`src/rtl/multicycle_control_unit.sv`:
```
// Multicycle RISC-V control FSM: fetch/decode/execute/memory/writeback sequencing.
// Latency: R/I-type 4, LW 5, SW 4, BEQ 3 cycles; each MemReady=0 cycle in a wait state adds one.
// Backpressure: FETCH, MEMREAD and MEMWRITE hold while MemReady=0 (when WAIT_EN=1).
//
// Optional feature: define INSTR_COUNT_EN to add the InstrRetired[31:0] retired-instruction counter.
//
// Ports: CLK/RST_N (sync active-low reset); OP/Funct3/Funct7 from the IR; Zero from the ULA;
// MemReady from memory. Outputs are mux selects, ULA op and write enables decoded from the
// current state; Illegal flags the absorbing illegal state; State exposes the FSM for debug.
module multicycle_control_unit #(
    parameter logic WAIT_EN = 1'b1
) (
    input  logic        CLK,
    input  logic        RST_N,
    input  logic [6:0]  OP,
    input  logic [2:0]  Funct3,
    input  logic [6:0]  Funct7,
    input  logic        Zero,
    input  logic        MemReady,
    output logic        PCWrite,
    output logic        AdrSrc,
    output logic        MemWrite,
    output logic        IRWrite,
    output logic [1:0]  ResultSrc,
    output logic [1:0]  ULASrcA,
    output logic [1:0]  ULASrcB,
    output logic [1:0]  ImmSrc,
    output logic        RegWrite,
    output logic [2:0]  ULAControl,
    output logic        Illegal,
    output logic [3:0]  State
`ifdef INSTR_COUNT_EN
    ,
    output logic [31:0] InstrRetired
`endif
);

    typedef enum logic [3:0] {
        S_FETCH    = 4'd0,
        S_DECODE   = 4'd1,
        S_MEMADR   = 4'd2,
        S_MEMREAD  = 4'd3,
        S_MEMWB    = 4'd4,
        S_MEMWRITE = 4'd5,
        S_EXECR    = 4'd6,
        S_EXECI    = 4'd7,
        S_ALUWB    = 4'd8,
        S_BEQ      = 4'd9,
        S_ILLEGAL  = 4'd15
    } state_t;

    localparam logic [6:0] OP_LW = 7'b0000011;
    localparam logic [6:0] OP_SW = 7'b0100011;
    localparam logic [6:0] OP_R  = 7'b0110011;
    localparam logic [6:0] OP_I  = 7'b0010011;
    localparam logic [6:0] OP_BR = 7'b1100011;

    state_t     state;
    logic       mem_rdy;
    logic [2:0] r_uc;
    logic [2:0] i_uc;
    logic       r_ok;
    logic       i_ok;

    // With waiting disabled the memory is assumed to always complete in one cycle.
    assign mem_rdy = WAIT_EN ? MemReady : 1'b1;
    assign State   = state;

    // R-type funct decode; unsupported pairs send the FSM to ILLEGAL before any write.
    always_comb begin
        r_ok = 1'b1;
        r_uc = 3'b000;
        case ({Funct3, Funct7})
            {3'b000, 7'b0000000}: r_uc = 3'b000;
            {3'b000, 7'b0100000}: r_uc = 3'b001;
            {3'b111, 7'b0000000}: r_uc = 3'b010;
            {3'b110, 7'b0000000}: r_uc = 3'b011;
            {3'b100, 7'b0000000}: r_uc = 3'b100;
            {3'b010, 7'b0000000}: r_uc = 3'b101;
            default:              r_ok = 1'b0;
        endcase
    end

    // I-type decode ignores Funct7 (it is part of the immediate).
    always_comb begin
        i_ok = 1'b1;
        i_uc = 3'b000;
        case (Funct3)
            3'b000:  i_uc = 3'b000;
            3'b111:  i_uc = 3'b010;
            3'b110:  i_uc = 3'b011;
            3'b100:  i_uc = 3'b100;
            3'b010:  i_uc = 3'b101;
            default: i_ok = 1'b0;
        endcase
    end

    always_ff @(posedge CLK) begin
        if (!RST_N) begin
            state <= S_FETCH;
        end else begin
            case (state)
                S_FETCH:    if (mem_rdy) state <= S_DECODE;
                S_DECODE: begin
                    case (OP)
                        OP_LW, OP_SW: state <= S_MEMADR;
                        OP_R:         state <= S_EXECR;
                        OP_I:         state <= S_EXECI;
                        OP_BR:        state <= (Funct3 == 3'b000) ? S_BEQ : S_ILLEGAL;
                        default:      state <= S_ILLEGAL;
                    endcase
                end
                S_MEMADR: begin
                    if (OP == OP_LW)      state <= S_MEMREAD;
                    else if (OP == OP_SW) state <= S_MEMWRITE;
                    else                  state <= S_ILLEGAL;
                end
                S_MEMREAD:  if (mem_rdy) state <= S_MEMWB;
                S_MEMWB:    state <= S_FETCH;
                S_MEMWRITE: if (mem_rdy) state <= S_FETCH;
                S_EXECR:    state <= r_ok ? S_ALUWB : S_ILLEGAL;
                S_EXECI:    state <= i_ok ? S_ALUWB : S_ILLEGAL;
                S_ALUWB:    state <= S_FETCH;
                S_BEQ:      state <= S_FETCH;
                default:    state <= S_ILLEGAL;
            endcase
        end
    end

    always_comb begin
        PCWrite    = 1'b0;
        AdrSrc     = 1'b0;
        MemWrite   = 1'b0;
        IRWrite    = 1'b0;
        ResultSrc  = 2'b00;
        ULASrcA    = 2'b00;
        ULASrcB    = 2'b00;
        ImmSrc     = 2'b00;
        RegWrite   = 1'b0;
        ULAControl = 3'b000;
        Illegal    = 1'b0;
        case (state)
            S_FETCH: begin
                // PC+4 goes straight from the ULA into the PC as the instruction lands.
                ULASrcB   = 2'b10;
                ResultSrc = 2'b10;
                IRWrite   = mem_rdy;
                PCWrite   = mem_rdy;
            end
            S_DECODE: begin
                // Speculatively compute the branch target into ALUOut.
                ULASrcA = 2'b01;
                ULASrcB = 2'b01;
                ImmSrc  = 2'b10;
            end
            S_MEMADR: begin
                ULASrcA = 2'b10;
                ULASrcB = 2'b01;
                ImmSrc  = (OP == OP_SW) ? 2'b01 : 2'b00;
            end
            S_MEMREAD: AdrSrc = 1'b1;
            S_MEMWB: begin
                ResultSrc = 2'b01;
                RegWrite  = 1'b1;
            end
            S_MEMWRITE: begin
                AdrSrc   = 1'b1;
                MemWrite = 1'b1;
            end
            S_EXECR: begin
                ULASrcA    = 2'b10;
                ULAControl = r_uc;
            end
            S_EXECI: begin
                ULASrcA    = 2'b10;
                ULASrcB    = 2'b01;
                ULAControl = i_uc;
            end
            S_ALUWB: RegWrite = 1'b1;
            S_BEQ: begin
                ULASrcA    = 2'b10;
                ULAControl = 3'b001;
                PCWrite    = Zero;
            end
            S_ILLEGAL: Illegal = 1'b1;
            default:   Illegal = 1'b1;
        endcase
        // Nothing may be written while reset is asserted, whatever state we are in.
        if (!RST_N) begin
            PCWrite  = 1'b0;
            IRWrite  = 1'b0;
            MemWrite = 1'b0;
            RegWrite = 1'b0;
        end
    end

`ifdef INSTR_COUNT_EN
    logic retire;

    assign retire = (state == S_MEMWB) || (state == S_ALUWB) || (state == S_BEQ) ||
                    ((state == S_MEMWRITE) && mem_rdy);

    always_ff @(posedge CLK) begin
        if (!RST_N)      InstrRetired <= 32'd0;
        else if (retire) InstrRetired <= InstrRetired + 32'd1;
    end
`endif

endmodule

```
`config.mk`:
```
export PLATFORM = sky130hd
export DESIGN_NAME = multicycle_control_unit
export DESIGN_NICKNAME = d
export VERILOG_FILES = /design/src/rtl/multicycle_control_unit.sv
export SDC_FILE = /design/constraint.sdc
export NUM_CORES = 1
export LEC_CHECK = 0
export CAP_MARGIN = 10
export CORE_MARGIN = 1
export CORE_UTILIZATION = 35
export DETAILED_ROUTE_END_ITERATION = 8
export PLACE_DENSITY = 0.81
export SLEW_MARGIN = 20
export SYNTH_ARGS = -nofsm -noshare
export SYNTH_HDL_FRONTEND = slang
export SYNTH_SLANG_ARGS = --single-unit
export TNS_END_PERCENT = 5
```
`constraint.sdc`:
```
create_clock -name CLK -period 1.75 [get_ports CLK]
set_input_delay 0.175 -clock CLK [delete_from_list [all_inputs] [get_ports CLK]]
set_output_delay 0.175 -clock CLK [all_outputs]
set_load 0.02 [all_outputs]
```
==> impl_metrics.toml, run 1 <==
[cts]
cts.hold.buffers_added = 0
worst_setup_hold_path_clk_slew_ps = 40
root_driver = "sky130_fd_sc_hd__clkbuf_4"
htree_levels = 1
cts_made_buffers = 3
cts_tree = "built"
tritoncts_num_sinks = 4
cts_max_path_buffers = 2
clk-insertion-delay-late_ps = 230

[synth]
synth_ff_type = "sky130_fd_sc_hd__dfxtp_1"
synthesis.instances = 92
synth_nets = 113
ys_async_sr_fraction = 0
netlist-cell-type-count = 42
syn-mean-instance-area_um2 = 6.99
synth.yosys.warnings = 0
ys_seq_elements = 4
synth_seq_area_share = 0.125
synth-edff-count = 0
synth_area_um2 = 643

[sta]
max_slew.worst_pin.slew_ps = 332
final.setup_skew_ps = 5.27
setup_viol = 5
final_max_slew_viol_count = 0
max_freq_mhz = 546
fin_crit_sh = 1.05
final.hold.worst_slack_ps = 774
timing.final.ws_setup_ps = -80.0
report.final.hold_viol_count = 0
total_negative_setup_slack_ps = -122
min_cycle_time_layout_ps = 1830
timing.slew.headroom = 0.776
rsz0062_at_grt = "yes"

[run_status]
run_status = "complete, but fails checks"
failed_checks = "design-rule violations, negative setup slack"

[final_layout]
flow.area_growth_from_synthesis_pct = 111
layout_common_cells = "sky130_fd_sc_hd__buf_4 (36), sky130_fd_sc_hd__clkdlybuf4s50_1 (24), sky130_fd_sc_hd__buf_2 (8), sky130_fd_sc_hd__a21oi_1 (7), sky130_fd_sc_hd__nand2_1 (6)"
largest_register_ffs = 4
most_common_library_cell_in_the_layout_ignoring_fill_and_taps = "sky130_fd_sc_hd__buf_4"
layout-drive-gt1-share = 0.438
layoutNonFillerInstCount = 187
multiInputGateArea_um2 = 589
layout.nets = 185
filler_cell_count = 146
diodes_inserted = 0
ff_latch_area_um2 = 81.3

[die]
area_of_the_die_mm2 = 0.00201
fp.coreArea_mm2 = 0.00173
initial_utilization = 0.372
floorplan.die.height_um = 44.9
rows = 15
fp.dieW_um = 44.9
design.portCount = 42

[global_route]
grt_usage = 0.309
wire_length_of_the_first_global_routing_pass_um = 4530
via_count_of_the_first_global_routing_pass = 1050
grt_antenna_before_repair = 0
largest_net_degree_at_the_start_of_global_routing = 13
grt_overflow_total = 0

[critical_path]
reg2reg_slack_ps = 30
reg2reg_from = "State[2]"
critPathLaunch = "Funct7[6]"
crit_path_max_incr_delay_ps = 450
required_ps = 1570
setup.worst_path.class = "in -> out"
worst-path-max-fanout = 2
critical_path.startpoint_type = "primary input"
critical_path_depth = 6
critical_path.n_buffers_inverters = 2
cell_class_contributing_the_biggest_share_of_worst_path_delay = "simple AND/OR/NAND/NOR gates"
cp_data_arrival_time_ps = 1650
crit_path_end = "ULAControl[0]"
crit-reg2reg-capture = "State[0]"
critical_path.cell_chain = "clkdlybuf4s50_1, nor4_4, nand2_1, nor3_1, a221o_1, buf_4"
critPathSlowestCell = "sky130_fd_sc_hd__clkdlybuf4s50_1"
timing.reg2reg.worst_path_depth = 7
end_kind = "primary output"

[detailed_routing]
detailed_route_via_count = 1099
detail_route.vias_per_cell = 5.88
routed_wire_length_per_instance_um = 15.9
route.detailed.drc = 2
postRouteWirelength_um = 2980
detailedRoute.firstPassIterationCount = 9
dr_iter_0_viols = 25
postRouteAntennaNets = 0

[power_and_ir_drop]
p_leak_uw = 0.000593
p_total_uw = 2370
ir_drop_mv = 0.972
power_density_mw_per_mm2 = 1750

[run]
max_cap_viol_count = 0

[place]
placement.io_buffers = 41
place_congestion = 0.923
place_inst = 183
pre_cts_ws_ps = -506
dp.final_hpwl_um = 2160

[min_path]
hold_class = "in -> reg"
-- cell families (layout without fill, tap and decap cells) --
| logic type | after synthesis | in the layout | share of synthesized area |
|---|---|---|---|
| AOI/OAI and AO/OA | 28 | 28 | 0.298 |
| xor gates and xnor gates | 4 | 4 | 0.0545 |
| buffers and inverters | 12 | 82 | 0.0953 |
| DFF | 4 | 4 | 0.125 |
| and+or+nand+nor | 44 | 44 | 0.428 |
-- layout make-up --
cell class / count / area share
Multi-Input combinational cell: 76 / 0.435
Sequential cell: 4 / 0.0600
Timing Repair Buffer: 75 / 0.453
Tap cell: 25 / 0.0231
Inverter: 4 / 0.0120
Clock buffer: 3 / 0.0166
-- worst register-to-register path: cells and delay by family (launching register included) --
| family | cells | cell delay [ps] |
|---|---|---|
| flops | 1 | 350 |
| buf+inv | 3 | 440 |
| compound gates | 3 | 470 |
| simple gates | 1 | 380 |
-- worst min-delay path by stage --
stage / from / to / slack (ps) / cells past startpoint
after floorplan: RST_N / State[0] / 300 / 2
final: RST_N / State[1] / 770 / 4
after global placement: State[0] / State[0] / 820 / 3
after CTS: RST_N / State[1] / 770 / 4
after detailed placement: State[0] / State[0] / 800 / 3
after global routing: RST_N / State[1] / 800 / 4
-- repair_timing --
action                                  in CTS  in global routing
endpoints found under the setup margin      17                 19
pin swaps                                    1                  6
setup buffers                                0                  1
gates resized for setup                     52                 30
-- cells in the mapped netlist (all sizes together) (2+ instances only) --
cell type  count  share of area
o21a           2          0.023
a31oi          5          0.049
o31ai          3          0.035
o21ai          2          0.021
nor2b          2          0.019
nand2b         2          0.019
nor2           3          0.018
or3            3          0.029
a21oi          8          0.062
xor2           2          0.027
dfxtp          4           0.12
or4b           2          0.037
inv            3          0.018
nor4bb         2          0.031
nor3b          2          0.023
nand2          7          0.041
nor4           7          0.068
xnor2          2          0.027
buf            5          0.053
clkbuf         3          0.018
nor3           6          0.047
-- through the flow --
step           area, um^2  utilization
2_1_floorplan         662            -
3_3_place_gp         1320        0.764
3_5_place_dp         1320        0.764
4_1_cts              1350        0.781
5_1_grt              1360        0.785
6_report             1360        0.785
-- per-layer routing --
| layer | up-vias | routed length (um) | track usage |
|---|---|---|---|
| li1 | 504 | - | - |
| met1 | 522 | 1140 | 0.318 |
| met2 | 59 | 1580 | 0.585 |
| met3 | 14 | 167 | 0.0760 |
| met4 | 0 | 93 | 0.133 |
| met5 | - | 0 | 0 |
-- power breakdown --
group	total [uW]	switching, uW	internal, uW
logic	2070	1100	965
clock network	113	36.6	76.7
registers	195	49.6	145
total	2370	1190	1190
Power figures use the tool's default switching activity.
==> inputs of run 2 (changes only) <==
CORE_UTILIZATION = 32   (was 35)
PLACE_DENSITY = 0.78   (was 0.81)
clock period = 1.6 ns   (was 1.75 ns; I/O delays follow)
==> run 2 against run 1 <==
  * The run ends with negative setup slack left
  * Combinational power increased by 22%
  * Highest routed layer unchanged
  * Cell area up 12%
  * Sequential cell count is the same
==> impl_metrics.toml, run 2 (synthesis results as in run 1) <==
[min_path]
hold_path_end = "State[1]"
hold_class = "in -> reg"
worst_hold_startpoint = "Funct7[3]"
worstHoldPathCells = 7

[final_layout]
flow.area_growth_from_synthesis_pct = 136
most_common_library_cell_in_the_layout_ignoring_fill_and_taps = "sky130_fd_sc_hd__buf_4"
layout.nets = 182
layout-drive-gt1-share = 0.535
layoutNonFillerInstCount = 184
diodes_inserted = 0
largest_register_ffs = 4
layout_common_cells = "sky130_fd_sc_hd__buf_4 (29), sky130_fd_sc_hd__clkdlybuf4s50_1 (15), sky130_fd_sc_hd__buf_6 (9), sky130_fd_sc_hd__dlymetal6s2s_1 (7)"

[detailed_routing]
route.detailed.drc = 0
routed_wire_length_per_instance_um = 19.7
detailed_route_via_count = 1128
dr_iter_0_viols = 48
detail_route.vias_per_cell = 6.13
detailedRoute.firstPassIterationCount = 4
postRouteAntennaNets = 0
postRouteWirelength_um = 3630

[place]
dp.final_hpwl_um = 2110
pre_cts_ws_ps = -594
placement.io_buffers = 41
place_congestion = 0.827
place_inst = 176

[critical_path]
critPathSlowestCell = "sky130_fd_sc_hd__a221o_1"
reg2reg_slack_ps = -100
worst-path-max-fanout = 8
crit_path_max_incr_delay_ps = 340
critical_path.startpoint_type = "flop"
crit-reg2reg-capture = "State[3]"
cpMostUsedCell = "sky130_fd_sc_hd__buf_6"
critical_path.n_buffers_inverters = 3
cell_class_contributing_the_biggest_share_of_worst_path_delay = "compound AO/OA/AOI/OAI gates"
end_kind = "primary output"
setup.worst_path.class = "reg -> out"
critical_path.cell_chain = "buf_6, buf_12, a31oi_4, nor3_2, a221o_1, buf_6"
reg2reg_from = "State[2]"
required_ps = 1440
cp_data_arrival_time_ps = 1580
timing.reg2reg.worst_path_depth = 7

[die]
fp.dieW_um = 46.8
rows = 15
floorplan.die.height_um = 46.8
initial_utilization = 0.357
design.portCount = 42
area_of_the_die_mm2 = 0.00219
fp.coreArea_mm2 = 0.00180

[power_and_ir_drop]
internal_power_uw = 1430
p_total_uw = 2860
power.share.combinational = 0.884
power.share.switching = 0.500
power_density_mw_per_mm2 = 1890
power.share.clock = 0.045
seq_power_share = 0.071
p_sw_uw = 1430
ir_drop_mv = 1.35
p_leak_uw = 0.000686

[sta]
min_cycle_time_layout_ps = 1740
timing.final.ws_setup_ps = -140
setup_viol = 13
max_freq_mhz = 575
report.final.hold_viol_count = 0
timing.slew.headroom = 0.764
max_slew.worst_pin.slew_ps = 351
final.hold.worst_slack_ps = 707
fin_crit_sh = 1.09
final_max_slew_viol_count = 0
rsz0062_at_grt = "yes"
final.setup_skew_ps = 3.28

[cts]
cts_max_path_buffers = 2
cts_tree = "built"
htree_levels = 1
cts_made_buffers = 3
clk-insertion-delay-late_ps = 240
root_driver = "sky130_fd_sc_hd__clkbuf_4"
tritoncts_num_sinks = 4
worst_setup_hold_path_clk_slew_ps = 40

[global_route]
grt_antenna_before_repair = 0
grt_usage = 0.325
largest_net_degree_at_the_start_of_global_routing = 17
grt_overflow_total = 0
wire_length_of_the_first_global_routing_pass_um = 5040
via_count_of_the_first_global_routing_pass = 1053

[run]
max_cap_viol_count = 0

[run_status]
run_status = "complete, but fails checks"
failed_checks = "negative setup slack"
## run 2: cell types whose count changed in the layout (fill, tap and decap cells not counted), sizes merged
cell,delta
dlymetal6s2s,+7
buf,-1
clkdlybuf4s50,-9
## run 2: timing repair
| action | CTS | global route |
|---|---|---|
| pin swaps | 5 | 12 |
| setup endpoints to repair | 23 | 21 |
| hold buffers | 0 | 0 |
| setup buffers | 1 | 4 |
| resized for setup | 87 | 44 |
## run 2: how the worst max path moves through the flow
| stage | startpoint | end | slack (ps) | depth (start not counted) |
|---|---|---|---|---|
| 2_1_floorplan | State[0] | ImmSrc[0] | -120 | 4 |
| 3_3_place_gp | Funct7[3] | ULAControl[0] | -540 | 6 |
| 3_5_place_dp | Funct7[3] | ULAControl[0] | -590 | 6 |
| 4_1_cts | State[0] | ULAControl[0] | -140 | 6 |
| 5_1_grt | State[3] | PCWrite | -180 | 7 |
| 6_report | State[0] | ULAControl[0] | -140 | 6 |
## run 2: area by class of cell
cell class	count	area, um^2
clock buffers	3	22.5
fillers	110	285
inverters	4	20.0
multi-input cells	76	711
flip-flops and latches	4	82.6
well taps	25	31.3
repair buffers	72	649
## run 2: per-layer routing
metal  track usage  part of all wire  up-vias
li1              -                 -      495
met1         0.366              0.38      554
met2         0.586              0.52       65
met3        0.0654             0.066       14
met4         0.143             0.033        0
met5             0                 0        -
## run 2: power by group through the flow
stage	registers, uW	clock network, uW	logic (uW)
2_1_floorplan	268	0	1120
3_3_place_gp	182	0	2050
3_5_place_dp	185	0	2110
4_1_cts	191	132	2160
5_1_grt	209	132	2670
6_report	202	129	2530
## run 2: worst register-to-register path, stage by stage (launching register included)
cell	delay, ps
sky130_fd_sc_hd__dfxtp_1	310
sky130_fd_sc_hd__buf_6	160
sky130_fd_sc_hd__or4b_4	530
sky130_fd_sc_hd__clkinv_4	90
sky130_fd_sc_hd__buf_4	130
sky130_fd_sc_hd__o21ai_2	50
sky130_fd_sc_hd__a22o_1	190
sky130_fd_sc_hd__a31oi_2	160
## run 2: stage by stage
stage	util	TNS, ps	area, um^2
after detailed placement	0.717	-5440	1290
after global placement	0.717	-4700	1290
after global routing	0.842	-1740	1520
final	0.842	-1130	1520
after CTS	0.765	-1000	1380
after floorplan	-	-430	688
==> inputs of run 3 (changes only) <==
SETUP_SLACK_MARGIN = 0.05   (was not set)
SKIP_CTS_REPAIR_TIMING = 1   (was not set)
==> run 3 against run 2 <==
  * Critical path depth shrank 1
  * The flow still finishes with violations (negative setup slack)
  * Non-clock buffer count fell by 5
  * Sequential cell count stayed put
  * Sequential power grew 3%
  * Worst hold slack improved by 41 ps
  * Combinational power down 11%
  * Clock skew about the same
  * Wire length fell by 10%
  * Clock-buffer cell count is the same
  * Global-route usage shrank 6.4 points
  * Critical path type unchanged
  * Clock power grew 9%
==> impl_metrics.toml, run 3 (synthesis results as in run 1) <==
[cts]
htree_levels = 1
clk-insertion-delay-late_ps = 240
worst_setup_hold_path_clk_slew_ps = 40
tritoncts_num_sinks = 4
cts_made_buffers = 3
cts_tree = "built"
cts_max_path_buffers = 2
root_driver = "sky130_fd_sc_hd__clkbuf_4"

[sta]
max_freq_mhz = 549
min_cycle_time_layout_ps = 1820
final.setup_skew_ps = 3.42
report.final.hold_viol_count = 0
final_max_slew_viol_count = 0
rsz0062_at_grt = "yes"
max_slew.worst_pin.slew_ps = 477
timing.slew.headroom = 0.679
setup_viol = 14
timing.final.ws_setup_ps = -222
fin_crit_sh = 1.14

[power_and_ir_drop]
ir_drop_mv = 1.35
power_density_mw_per_mm2 = 1870
p_leak_uw = 0.000652

[place]
place_congestion = 0.827
dp.final_hpwl_um = 2110
placement.io_buffers = 41
place_inst = 176
pre_cts_ws_ps = -594

[final_layout]
most_common_library_cell_in_the_layout_ignoring_fill_and_taps = "sky130_fd_sc_hd__buf_4"
layout_common_cells = "sky130_fd_sc_hd__buf_4 (29), sky130_fd_sc_hd__clkdlybuf4s50_1 (20), sky130_fd_sc_hd__a21oi_1 (7), sky130_fd_sc_hd__nand2_1 (6), sky130_fd_sc_hd__dlymetal6s2s_1 (6)"
layoutNonFillerInstCount = 179
diodes_inserted = 0
largest_register_ffs = 4
layout.nets = 177
final_core_util = 0.774
layout-drive-gt1-share = 0.455
flow.area_growth_from_synthesis_pct = 117

[die]
area_of_the_die_mm2 = 0.00219
rows = 15
fp.coreArea_mm2 = 0.00180
fp.dieW_um = 46.8
initial_utilization = 0.357
floorplan.die.height_um = 46.8
design.portCount = 42

[detailed_routing]
route.detailed.drc = 0
postRouteAntennaNets = 0
detailedRoute.firstPassIterationCount = 4
detailed_route_via_count = 1043
postRouteWirelength_um = 3250
detail_route.vias_per_cell = 5.83
dr_iter_0_viols = 28
routed_wire_length_per_instance_um = 18.2

[run]
max_cap_viol_count = 0

[critical_path]
critical_path.cell_chain = "buf_6, buf_12, nor4_1, a221o_1, buf_2"
cp_data_arrival_time_ps = 1660
setup.worst_path.class = "reg -> out"
critical_path.n_buffers_inverters = 3
crit_path_max_incr_delay_ps = 460
critPathSlowestCell = "sky130_fd_sc_hd__nor4_1"
worst-path-max-fanout = 8
cell_class_contributing_the_biggest_share_of_worst_path_delay = "simple AND/OR/NAND/NOR gates"
end_kind = "primary output"
required_ps = 1440
critical_path.startpoint_type = "flop"

[global_route]
wire_length_of_the_first_global_routing_pass_um = 4080
grt_antenna_before_repair = 0
grt_usage = 0.261
largest_net_degree_at_the_start_of_global_routing = 17
grt_overflow_total = 0
via_count_of_the_first_global_routing_pass = 915

[run_status]
failed_checks = "negative setup slack"
run_status = "complete, but fails checks"

[min_path]
hold_class = "in -> reg"
[run 3: routing by layer]
layer,share of wire,GRT usage,vias to the layer above
met5,0,0,-
met1,0.40,0.334,510
met3,0.039,0.0269,12
met4,0.045,0.120,0
met2,0.52,0.439,35
li1,-,-,486
[run 3: report_power, final]
part           switching (uW)  internal (uW)  total, uW
sequential               43.9            164        208
combinational            1240           1020       2260
clock                    56.0           85.0        141
total                    1340           1270       2610
[run 3: per-stage QoR]
step / hold slack (ps) / setup TNS [ps] / total power (uW) / instance area [um^2]
6_report: 747 / -1480 / 2610 / 1390
3_5_place_dp: 770 / -5440 / 2290 / 1290
5_1_grt: 749 / -2400 / 2760 / 1390
4_1_cts: 748 / -8680 / 2440 / 1310
2_1_floorplan: 282 / -430 / 1390 / 688
3_3_place_gp: 766 / -4700 / 2230 / 1290
[run 3: area by class of cell]
type                    instances  area, um^2
inverters                       4        16.3
flip-flops and latches          4        83.8
repair buffers                 67         603
clock buffers                   3        22.5
fillers                       131         408
well taps                      25        31.3
multi-input cells              76         637
[run 3: worst paths after layout]
check / startpoint / to / slack [ps] / cells past startpoint
worst max-delay path: State[0] / ULAControl[0] / -220 / 5
worst min-delay path: RST_N / State[0] / 750 / 4
worst max register to register: State[3] / State[1] / -180 / 8
worst min register to register: State[3] / State[0] / 780 / 4
[run 3: tightest hold or removal path, stage by stage]
cell and delay (ps):
sky130_fd_sc_hd__clkdlybuf4s50_1 490, sky130_fd_sc_hd__buf_4 190, sky130_fd_sc_hd__o31ai_1 60, sky130_fd_sc_hd__a31oi_1 40
